### config.mk
export PLATFORM = sky130hd
export DESIGN_NAME = five_stage_hazard_controller
export DESIGN_NICKNAME = d
export VERILOG_FILES = /design/src/rtl/five_stage_hazard_controller_pkg.sv /design/src/rtl/five_stage_hazard_controller_source_match.sv /design/src/rtl/five_stage_hazard_controller.sv
export SDC_FILE = /design/constraint.sdc
export NUM_CORES = 1
export LEC_CHECK = 0
export ABC_CLOCK_PERIOD_IN_PS = 3500
export BUFFER_PORTS_ARGS = -buffer_cell sky130_fd_sc_hd__buf_2
export CAP_MARGIN = 20
export CORE_AREA = 4 4 95 97
export CTS_BUF_LIST = sky130_fd_sc_hd__clkbuf_4
export DETAILED_ROUTE_END_ITERATION = 8
export DIE_AREA = 0 0 99 101
export PLACE_DENSITY = 0.8
export SLEW_MARGIN = 20
export SYNTH_ARGS = -nofsm -noshare
export SYNTH_HDL_FRONTEND = slang
export SYNTH_SLANG_ARGS = --single-unit
### constraint.sdc
create_clock -name clock -period 3.5 [get_ports clock]
set_clock_uncertainty 0.05 [all_clocks]
set_input_delay 0.7 -clock clock [delete_from_list [all_inputs] [get_ports clock]]
set_output_delay 0.7 -clock clock [all_outputs]
set_load 0.05 [all_outputs]
### src/rtl/five_stage_hazard_controller_pkg.sv
// Shared types for the five-stage hazard/bypass controller: bypass select encoding
// and the per-stage tracking slot record.
package five_stage_hazard_controller_pkg;

  // Slots carry register addresses at this width; narrower REG_BITS are zero-extended.
  localparam int SLOT_RD_BITS = 8;

  localparam logic [1:0] BYPASS_REGFILE   = 2'b00;
  localparam logic [1:0] BYPASS_EXECUTE   = 2'b01;
  localparam logic [1:0] BYPASS_MEMORY    = 2'b10;
  localparam logic [1:0] BYPASS_WRITEBACK = 2'b11;

  typedef struct packed {
    logic                    valid;
    logic [SLOT_RD_BITS-1:0] rd;
    logic                    regwrite;
    logic                    load;
  } hazard_slot_t;

  localparam hazard_slot_t SLOT_EMPTY = '0;

  function automatic logic is_write_candidate(input hazard_slot_t s);
    return s.valid && s.regwrite && (s.rd != '0);
  endfunction

endpackage

### src/rtl/five_stage_hazard_controller_source_match.sv
// Per-source matcher: compares one decode source against the EX/MEM/WB slots and
// yields its bypass select and hazard flag. Forwarding enabled by HAZARD_BYPASS_EN.
module hazard_source_match
  import five_stage_hazard_controller_pkg::*;
(
  input  logic [SLOT_RD_BITS-1:0] src_i,
  input  logic                    use_i,
  input  hazard_slot_t            slot_ex_i,
  input  hazard_slot_t            slot_mem_i,
  input  hazard_slot_t            slot_wb_i,
  output logic [1:0]              bypass_o,
  output logic                    hazard_o
);

  logic src_live;
  logic hit_ex;
  logic hit_mem;
  logic hit_wb;

  assign src_live = use_i && (src_i != '0);
  assign hit_ex   = src_live && is_write_candidate(slot_ex_i)  && (slot_ex_i.rd  == src_i);
  assign hit_mem  = src_live && is_write_candidate(slot_mem_i) && (slot_mem_i.rd == src_i);
  assign hit_wb   = src_live && is_write_candidate(slot_wb_i)  && (slot_wb_i.rd  == src_i);

`ifdef HAZARD_BYPASS_EN
  always_comb begin
    bypass_o = BYPASS_REGFILE;
    if (hit_ex) begin
      bypass_o = BYPASS_EXECUTE;
    end else if (hit_mem) begin
      bypass_o = BYPASS_MEMORY;
    end else if (hit_wb) begin
      bypass_o = BYPASS_WRITEBACK;
    end
  end

  // Load data only exists at writeback, so a load still in EX or MEM must stall.
  assign hazard_o = (hit_ex && slot_ex_i.load) || (hit_mem && slot_mem_i.load);
`else
  assign bypass_o = BYPASS_REGFILE;
  assign hazard_o = hit_ex || hit_mem || hit_wb;
`endif

endmodule

### src/rtl/five_stage_hazard_controller.sv
// Hazard and bypass controller for the five-stage core: tracks EX/MEM/WB destinations,
// drives bypass selects, load-use stall, ID/EX bubble and branch flush. Macro: HAZARD_BYPASS_EN.
module five_stage_hazard_controller
  import five_stage_hazard_controller_pkg::*;
#(
  parameter int CORE        = 0,
  parameter int REG_BITS    = 5,
  parameter int COUNT_WIDTH = 32
) (
  input  logic                   clock,
  input  logic                   reset,
  input  logic                   hold,
  input  logic                   id_valid,
  input  logic [REG_BITS-1:0]    id_rs1,
  input  logic [REG_BITS-1:0]    id_rs2,
  input  logic                   id_uses_rs1,
  input  logic                   id_uses_rs2,
  input  logic [REG_BITS-1:0]    id_rd,
  input  logic                   id_regwrite,
  input  logic                   id_load,
  input  logic                   ex_branch_taken,
  output logic [1:0]             rs1_data_bypass,
  output logic [1:0]             rs2_data_bypass,
  output logic                   stall,
  output logic                   ex_bubble,
  output logic                   flush,
  output logic [COUNT_WIDTH-1:0] stall_count,
  output logic [COUNT_WIDTH-1:0] flush_count
);

  if (REG_BITS < 1 || REG_BITS > SLOT_RD_BITS || CORE < 0) begin : g_bad_params
    $error("five_stage_hazard_controller: unsupported REG_BITS or CORE");
  end

  hazard_slot_t ex_q, ex_d;
  hazard_slot_t mem_q, mem_d;
  hazard_slot_t wb_q, wb_d;
  logic [COUNT_WIDTH-1:0] stall_count_q, stall_count_d;
  logic [COUNT_WIDTH-1:0] flush_count_q, flush_count_d;

  logic [1:0][REG_BITS-1:0] src_reg;
  logic [1:0]               src_use;
  logic [1:0][1:0]          src_bypass;
  logic [1:0]               src_hazard;

  assign src_reg = {id_rs2, id_rs1};
  assign src_use = {id_uses_rs2, id_uses_rs1};

  for (genvar gi = 0; gi < 2; gi++) begin : g_src
    hazard_source_match u_match (
      .src_i      (SLOT_RD_BITS'(src_reg[gi])),
      .use_i      (src_use[gi]),
      .slot_ex_i  (ex_q),
      .slot_mem_i (mem_q),
      .slot_wb_i  (wb_q),
      .bypass_o   (src_bypass[gi]),
      .hazard_o   (src_hazard[gi])
    );
  end

  assign rs1_data_bypass = src_bypass[0];
  assign rs2_data_bypass = src_bypass[1];
  assign stall_count     = stall_count_q;
  assign flush_count     = flush_count_q;

  always_comb begin
    logic active;
    active    = reset && !hold;
    // A taken branch squashes the stalled instruction, so flush wins over stall.
    flush     = active && ex_branch_taken;
    stall     = active && id_valid && (|src_hazard) && !ex_branch_taken;
    ex_bubble = stall || flush;
  end

  always_comb begin
    ex_d          = ex_q;
    mem_d         = mem_q;
    wb_d          = wb_q;
    stall_count_d = stall_count_q;
    flush_count_d = flush_count_q;
    if (!hold) begin
      wb_d  = mem_q;
      mem_d = ex_q;
      if (ex_bubble) begin
        ex_d = SLOT_EMPTY;
      end else begin
        ex_d.valid    = id_valid;
        ex_d.rd       = SLOT_RD_BITS'(id_rd);
        ex_d.regwrite = id_regwrite;
        ex_d.load     = id_load;
      end
      if (stall && (stall_count_q != '1)) begin
        stall_count_d = stall_count_q + COUNT_WIDTH'(1);
      end
      if (flush && (flush_count_q != '1)) begin
        flush_count_d = flush_count_q + COUNT_WIDTH'(1);
      end
    end
  end

  always_ff @(posedge clock or negedge reset) begin
    if (!reset) begin
      ex_q          <= SLOT_EMPTY;
      mem_q         <= SLOT_EMPTY;
      wb_q          <= SLOT_EMPTY;
      stall_count_q <= '0;
      flush_count_q <= '0;
    end else begin
      ex_q          <= ex_d;
      mem_q         <= mem_d;
      wb_q          <= wb_d;
      stall_count_q <= stall_count_d;
      flush_count_q <= flush_count_d;
    end
  end

endmodule

# Word-level counts from Yosys, hierarchy flattened
# Cells that the tools add are included.
[word_totals]
regBits = 94
inputBits = 24
[op_classes]
eq_ne = 8
n_addsub = 2
reduce_logical = 42
n_bitwise = 1
n_mux = 1
[op_table]
columns = ["cell", "count"]
rows = [
  ["$add A32 B1 Y32 const B", 2],
  ["$ne A32 B32 Y1 const B", 2],
  ["$eq A8 B5 Y1", 6],
  ["$reduce_bool A8 Y1", 5],
  ["$logic_and A1 B1 Y1", 27],
  ["$mux W11", 1],
  ["$logic_or A1 B1 Y1", 5],
  ["$reduce_and A2 Y1", 2],
  ["$logic_not A1 Y1", 2],
  ["$reduce_or A2 Y1", 1],
  ["$not A1 Y1", 1],
]

# Depth between registers and ports, before layout
[depth]
depth_word = 11
ltp_mapped = 10

# Cells and area by module
# A second synthesis with hierarchy kept.
[hier_totals]
hier_cells = 474
hier_area_um2 = 4858.4
[modules_own_cells]
columns = ["module", "cells_per_inst", "instances", "area_each_um2"]
rows = [
  ["five_stage_hazard_controller", 374, 1, 4105.2],
  ["hazard_source_match", 50, 2, 376.6],
]

# Least setup slack after synthesis
# Ideal clock, no wire load.
[synth_path]
path_type = "input to output"
startpoint = "input port id_rs1[1]"
endpoint = "output port stall"
setup_slack_ps = 392
t_arrival_ps = 2358
path_buffers = 0
cell_stages = 6
path_cell_list = "xnor2_1 -> nand3_1 -> nor4_1 -> nor4_4 -> and2_2 -> nor2_1"
[synth_between]
elab_chain_cells = 9
word_cells_on_any_way = 16
[synth_lines]
columns = ["item", "line_no", "rtl"]
rows = [
  ["from (decl)", "five_stage_hazard_controller.sv:14", "input logic [REG_BITS-1:0] id_rs1,"],
  ["$reduce_bool A8 Y1", "five_stage_hazard_controller_source_match.sv:20", "assign src_live = use_i && (src_i != '0);"],
  ["$logic_and A1 B1 Y1", "five_stage_hazard_controller_source_match.sv:20", ""],
  ["$logic_and A1 B1 Y1 (on tied branches) (2 in series)", "five_stage_hazard_controller_source_match.sv:21, five_stage_hazard_controller_source_match.sv:22", ""],
  ["$logic_or A1 B1 Y1", "five_stage_hazard_controller_source_match.sv:41", "assign hazard_o = hit_ex || hit_mem || hit_wb;"],
  ["$logic_or A1 B1 Y1 *", "five_stage_hazard_controller_source_match.sv:41", ""],
  ["$reduce_or A2 Y1 *", "five_stage_hazard_controller.sv:71", "stall = active && id_valid && (|src_hazard) && !ex_branch_taken;"],
  ["$logic_and A1 B1 Y1 * (2 in series)", "five_stage_hazard_controller.sv:71", ""],
  ["to (decl)", "five_stage_hazard_controller.sv:24", "output logic stall,"],
]
# Every way passes the cells marked *; elsewhere a longest branch is shown, timed or not.

# Final worst setup path
[layout_path]
startpoint = "register wb_q[5] in the netlist's numbering"
endpoint = "output port ex_bubble"
[layout_between]
elab_chain_cells = 9
word_cells_on_any_way = 14
[layout_lines]
columns = ["item", "line_no", "rtl"]
rows = [
  ["from (decl)", "five_stage_hazard_controller.sv:37", "hazard_slot_t wb_q, wb_d;"],
  ["from (signal assigned)", "five_stage_hazard_controller.sv:111", "wb_q <= wb_d;"],
  ["$reduce_bool A8 Y1", "five_stage_hazard_controller_pkg.sv:23", "return s.valid && s.regwrite && (s.rd != '0);"],
  ["$logic_and A1 B1 Y1", "five_stage_hazard_controller_pkg.sv:23", ""],
  ["$logic_and A1 B1 Y1 (2 in series)", "five_stage_hazard_controller_source_match.sv:23", "assign hit_wb = src_live && is_write_candidate(slot_wb_i) && (slot_wb_i.rd == src_i);"],
  ["$logic_or A1 B1 Y1", "five_stage_hazard_controller_source_match.sv:41", ""],
  ["$reduce_or A2 Y1 *", "five_stage_hazard_controller.sv:71", ""],
  ["$logic_and A1 B1 Y1 * (2 in series)", "five_stage_hazard_controller.sv:71", ""],
  ["$logic_or A1 B1 Y1 *", "five_stage_hazard_controller.sv:72", "ex_bubble = stall || flush;"],
  ["to (decl)", "five_stage_hazard_controller.sv:25", "output logic ex_bubble,"],
]
# Marked as above.

==> run summary <==
Cell internal pwr - 1330 µW
Overall routing resource usage - 0.199
Input/output buffers - 89
Starting Density - 0.541
Final Critical Period - 3.37 ns
Worst Tran Pin Value - 0.963 ns
Setup CP Type - flip-flop to primary output
Fmax - 0.297 GHz
Max-cap violation count - 0
Setup violations, final - 0
EDFF count, synth - 0
Critical Path Source Type - flip-flop
N_diodes - 0
Final Util - 0.622
Post-synth top area share - 0.484
Post-synthesis register bit count - 85
Post-DP HPWL - 7050 µm
Post-synth ARST share - 1.00
Fillers - 695
CTS tree - built
Average wire per standard cell - 15.8 µm
Top FF cell, synth - dfrtp_1
GP Congestion - 0.872
Avg Inst Size Synth - 11.1 µm²
Synth Cell Area - 4400 µm²
Logic pwr share - 0.191
Die area - 10000 µm²
Leak Pwr - 0.00243 µW
CTS Root Cell - clkbuf_4
Sw Ratio - 0.328
Status - finished, final reports clean
Clock slew at reported path FFs - 0.13 ns
Vias in the first global route - 3371
Drc violations - 0
Unrepaired setup endpoints after global routing - no
R2R Setup Slk - 0.66 ns
Seq pwr share - 0.575
Period utilization - 0.963
Die W - 99 µm
I/O pin count - 95
Largest net degree at the start of global routing - 72
Drt via density - 5.49
Seq/Total Area, Yosys - 0.484
Area grow syn2layout - 14.9%
Worst Path Required - 2.75 ns
Layout cells sized above 1 - 0.298
Cts hold-fix bufs - 0
Pwr per Cell Area - 391 nW/µm²
Peak VDD IR - 410 µV
Post-CTS setup buffers - 0
First-pass GRT wire length - 16300 µm
Post-synth top area cell - dfrtp_1
Synth Instances - 395
Initial antenna violation count - 0
Hold Vio Cnt, Final - 0
Psw - 649 µW
Worst path arrival time - 2.62 ns
Antenna Nets Post-Route - 0
Yosys cell types - 44
Row cnt - 33
Vias post-DR - 3306
Synth area leaders - dfrtp_1 48%, xnor2_1 15%, mux2_2 3.8%
Slew headroom - 0.358
Total Routed Length - 9540 µm
Total negative slack - 0 ns
Post-cts resize count - 0
Die Span Y - 101 µm
Clock power share - 0.234
Initial DRC count - 88
Grt ovf - 0
Yosys warnings - 0
Hold crit path type - input port to async pin
# clock sinks - 85
Layout Nets - 518
CTS max path bufs - 2
Num CTS Buffers - 9
Crit end category - primary output
Worst-skew pair later-pin latency - 0.41 ns
Core ar. - 8130 µm²
H-Tree Depth - 3
Largest fanout on the critical path - 4
Max Slew Vio Count - 0
Drt pass-1 iters - 4
-- critical path: stages, from the launching register on --
cell,delay (ns)
dfrtp_1,0.46
or4_1,0.53
o211ai_1,0.25
nor4_1,0.12
nor4_4,0.31
and2_2,0.24
o21ai_4,0.07
buf_2,0.23
-- sequential cells by signal (all words and copies together), names as in the netlist --
name and cells:
ex_q 7, flush_count 32, mem_q 7, stall_count 32
wb_q 7
-- cell families (layout without fill, tap and decap cells) --
family | after synthesis | count (layout) | synth area share
XOR/XNOR | 92 | 92 | 0.183
multiplexers | 16 | 16 | 0.0410
other | 1 | 4 | 0.000852
adder cells (fa/ha/maj) | 2 | 2 | 0.00569
AND/OR/NAND/NOR | 161 | 161 | 0.216
buffers and inverters | 23 | 122 | 0.0293
flip-flops | 85 | 85 | 0.484
AO/OA/AOI/OAI | 15 | 15 | 0.0407
-- power by group through the flow --
stage          sequential, µW  combinational [µW]  clock [µW]
4_1_cts                  1140                 381         483
2_1_floorplan            1240                 175           0
6_report                 1140                 377         463
5_1_grt                  1150                 413         528
3_3_place_gp             1150                 368           0
3_5_place_dp             1150                 381           0
-- worst paths after layout --
path,from,to,cells after the start
setup / recovery,wb_q[5],ex_bubble,7
hold / removal,reset,stall_count[24],1
setup reg to reg,ex_q[5],stall_count[1],7
hold reg to reg,flush_count[31],flush_count[31],1
max in group asynchronous,reset,flush_count[17],2
min in group clock,flush_count[31],flush_count[31],1
-- per-stage QoR --
step / instance area, µm² / std cells / total power, µW / hold slack (ns) / worst slack (ns)
6_report: 5060 / 602 / 1980 / 0.0702 / 0.128
5_1_grt: 5060 / 602 / 2090 / 0.0467 / 0.00367
4_1_cts: 5060 / 602 / 2000 / 0.0513 / 0.103
3_5_place_dp: 4950 / 586 / 1530 / 0.425 / 0.169
3_3_place_gp: 4950 / 586 / 1520 / 0.424 / 0.207
2_1_floorplan: 4410 / 398 / 1410 / 0.354 / 0.392
-- cells in the mapped netlist, types with 2 or more instances --
| master | instances |
|---|---|
| dfrtp_1 | 85 |
| xnor2_1 | 76 |
| nand3_1 | 33 |
| nand2_1 | 29 |
| nand4_1 | 18 |
| and3_1 | 16 |
| xor2_1 | 16 |
| mux2_2 | 15 |
| nor2_1 | 14 |
| inv_1 | 10 |
| and4_1 | 8 |
| nor4_1 | 8 |
| o31ai_2 | 7 |
| and2_1 | 6 |
| nor3_1 | 6 |
| buf_4 | 5 |
| nand3_2 | 5 |
| or4_1 | 5 |
| buf_6 | 3 |
| clkbuf_1 | 3 |
| ha_1 | 2 |
| o211ai_1 | 2 |
| o21ai_1 | 2 |
-- cell usage in the layout, fill, tap and decap left out, drive strengths merged, types with 2 or more instances in the layout --
| cell | netlist | layout |
|---|---|---|
| a221oi | 2 | 2 |
| and2 | 8 | 8 |
| and3 | 16 | 16 |
| and4 | 9 | 9 |
| buf | 10 | 96 |
| clkbuf | 3 | 10 |
| clkinv | 0 | 5 |
| conb | 1 | 4 |
| dfrtp | 85 | 85 |
| ha | 2 | 2 |
| inv | 10 | 10 |
| mux2 | 16 | 16 |
| nand2 | 29 | 29 |
| nand3 | 38 | 38 |
| nand4 | 19 | 19 |
| nor2 | 14 | 14 |
| nor3 | 7 | 7 |
| nor4 | 10 | 10 |
| o211ai | 2 | 2 |
| o21ai | 3 | 3 |
| o31ai | 7 | 7 |
| or2 | 2 | 2 |
| or4 | 5 | 5 |
| xnor2 | 76 | 76 |
| xor2 | 16 | 16 |
-- final cells by class --
type	count	area, µm²	share of cell area
Tap cell	105	131	0.0260
Clock buffer	10	75.1	0.0148
Sequential cell	85	2130	0.421
Multi-Input combinational cell	290	2150	0.426
Clock inverter	6	30.0	0.00594
Timing Repair Buffer	96	500	0.0990
Inverter	10	37.5	0.00742
-- layer usage --
metal | vias to the layer above | share of wire | track usage
met4 | 0 | 0.014 | 0.0662
met1 | 1647 | 0.45 | 0.266
met3 | 11 | 0.040 | 0.0394
li1 | 1579 | - | -
met2 | 69 | 0.49 | 0.327
met5 | - | 0 | 0
Power figures use the tool's default switching activity.
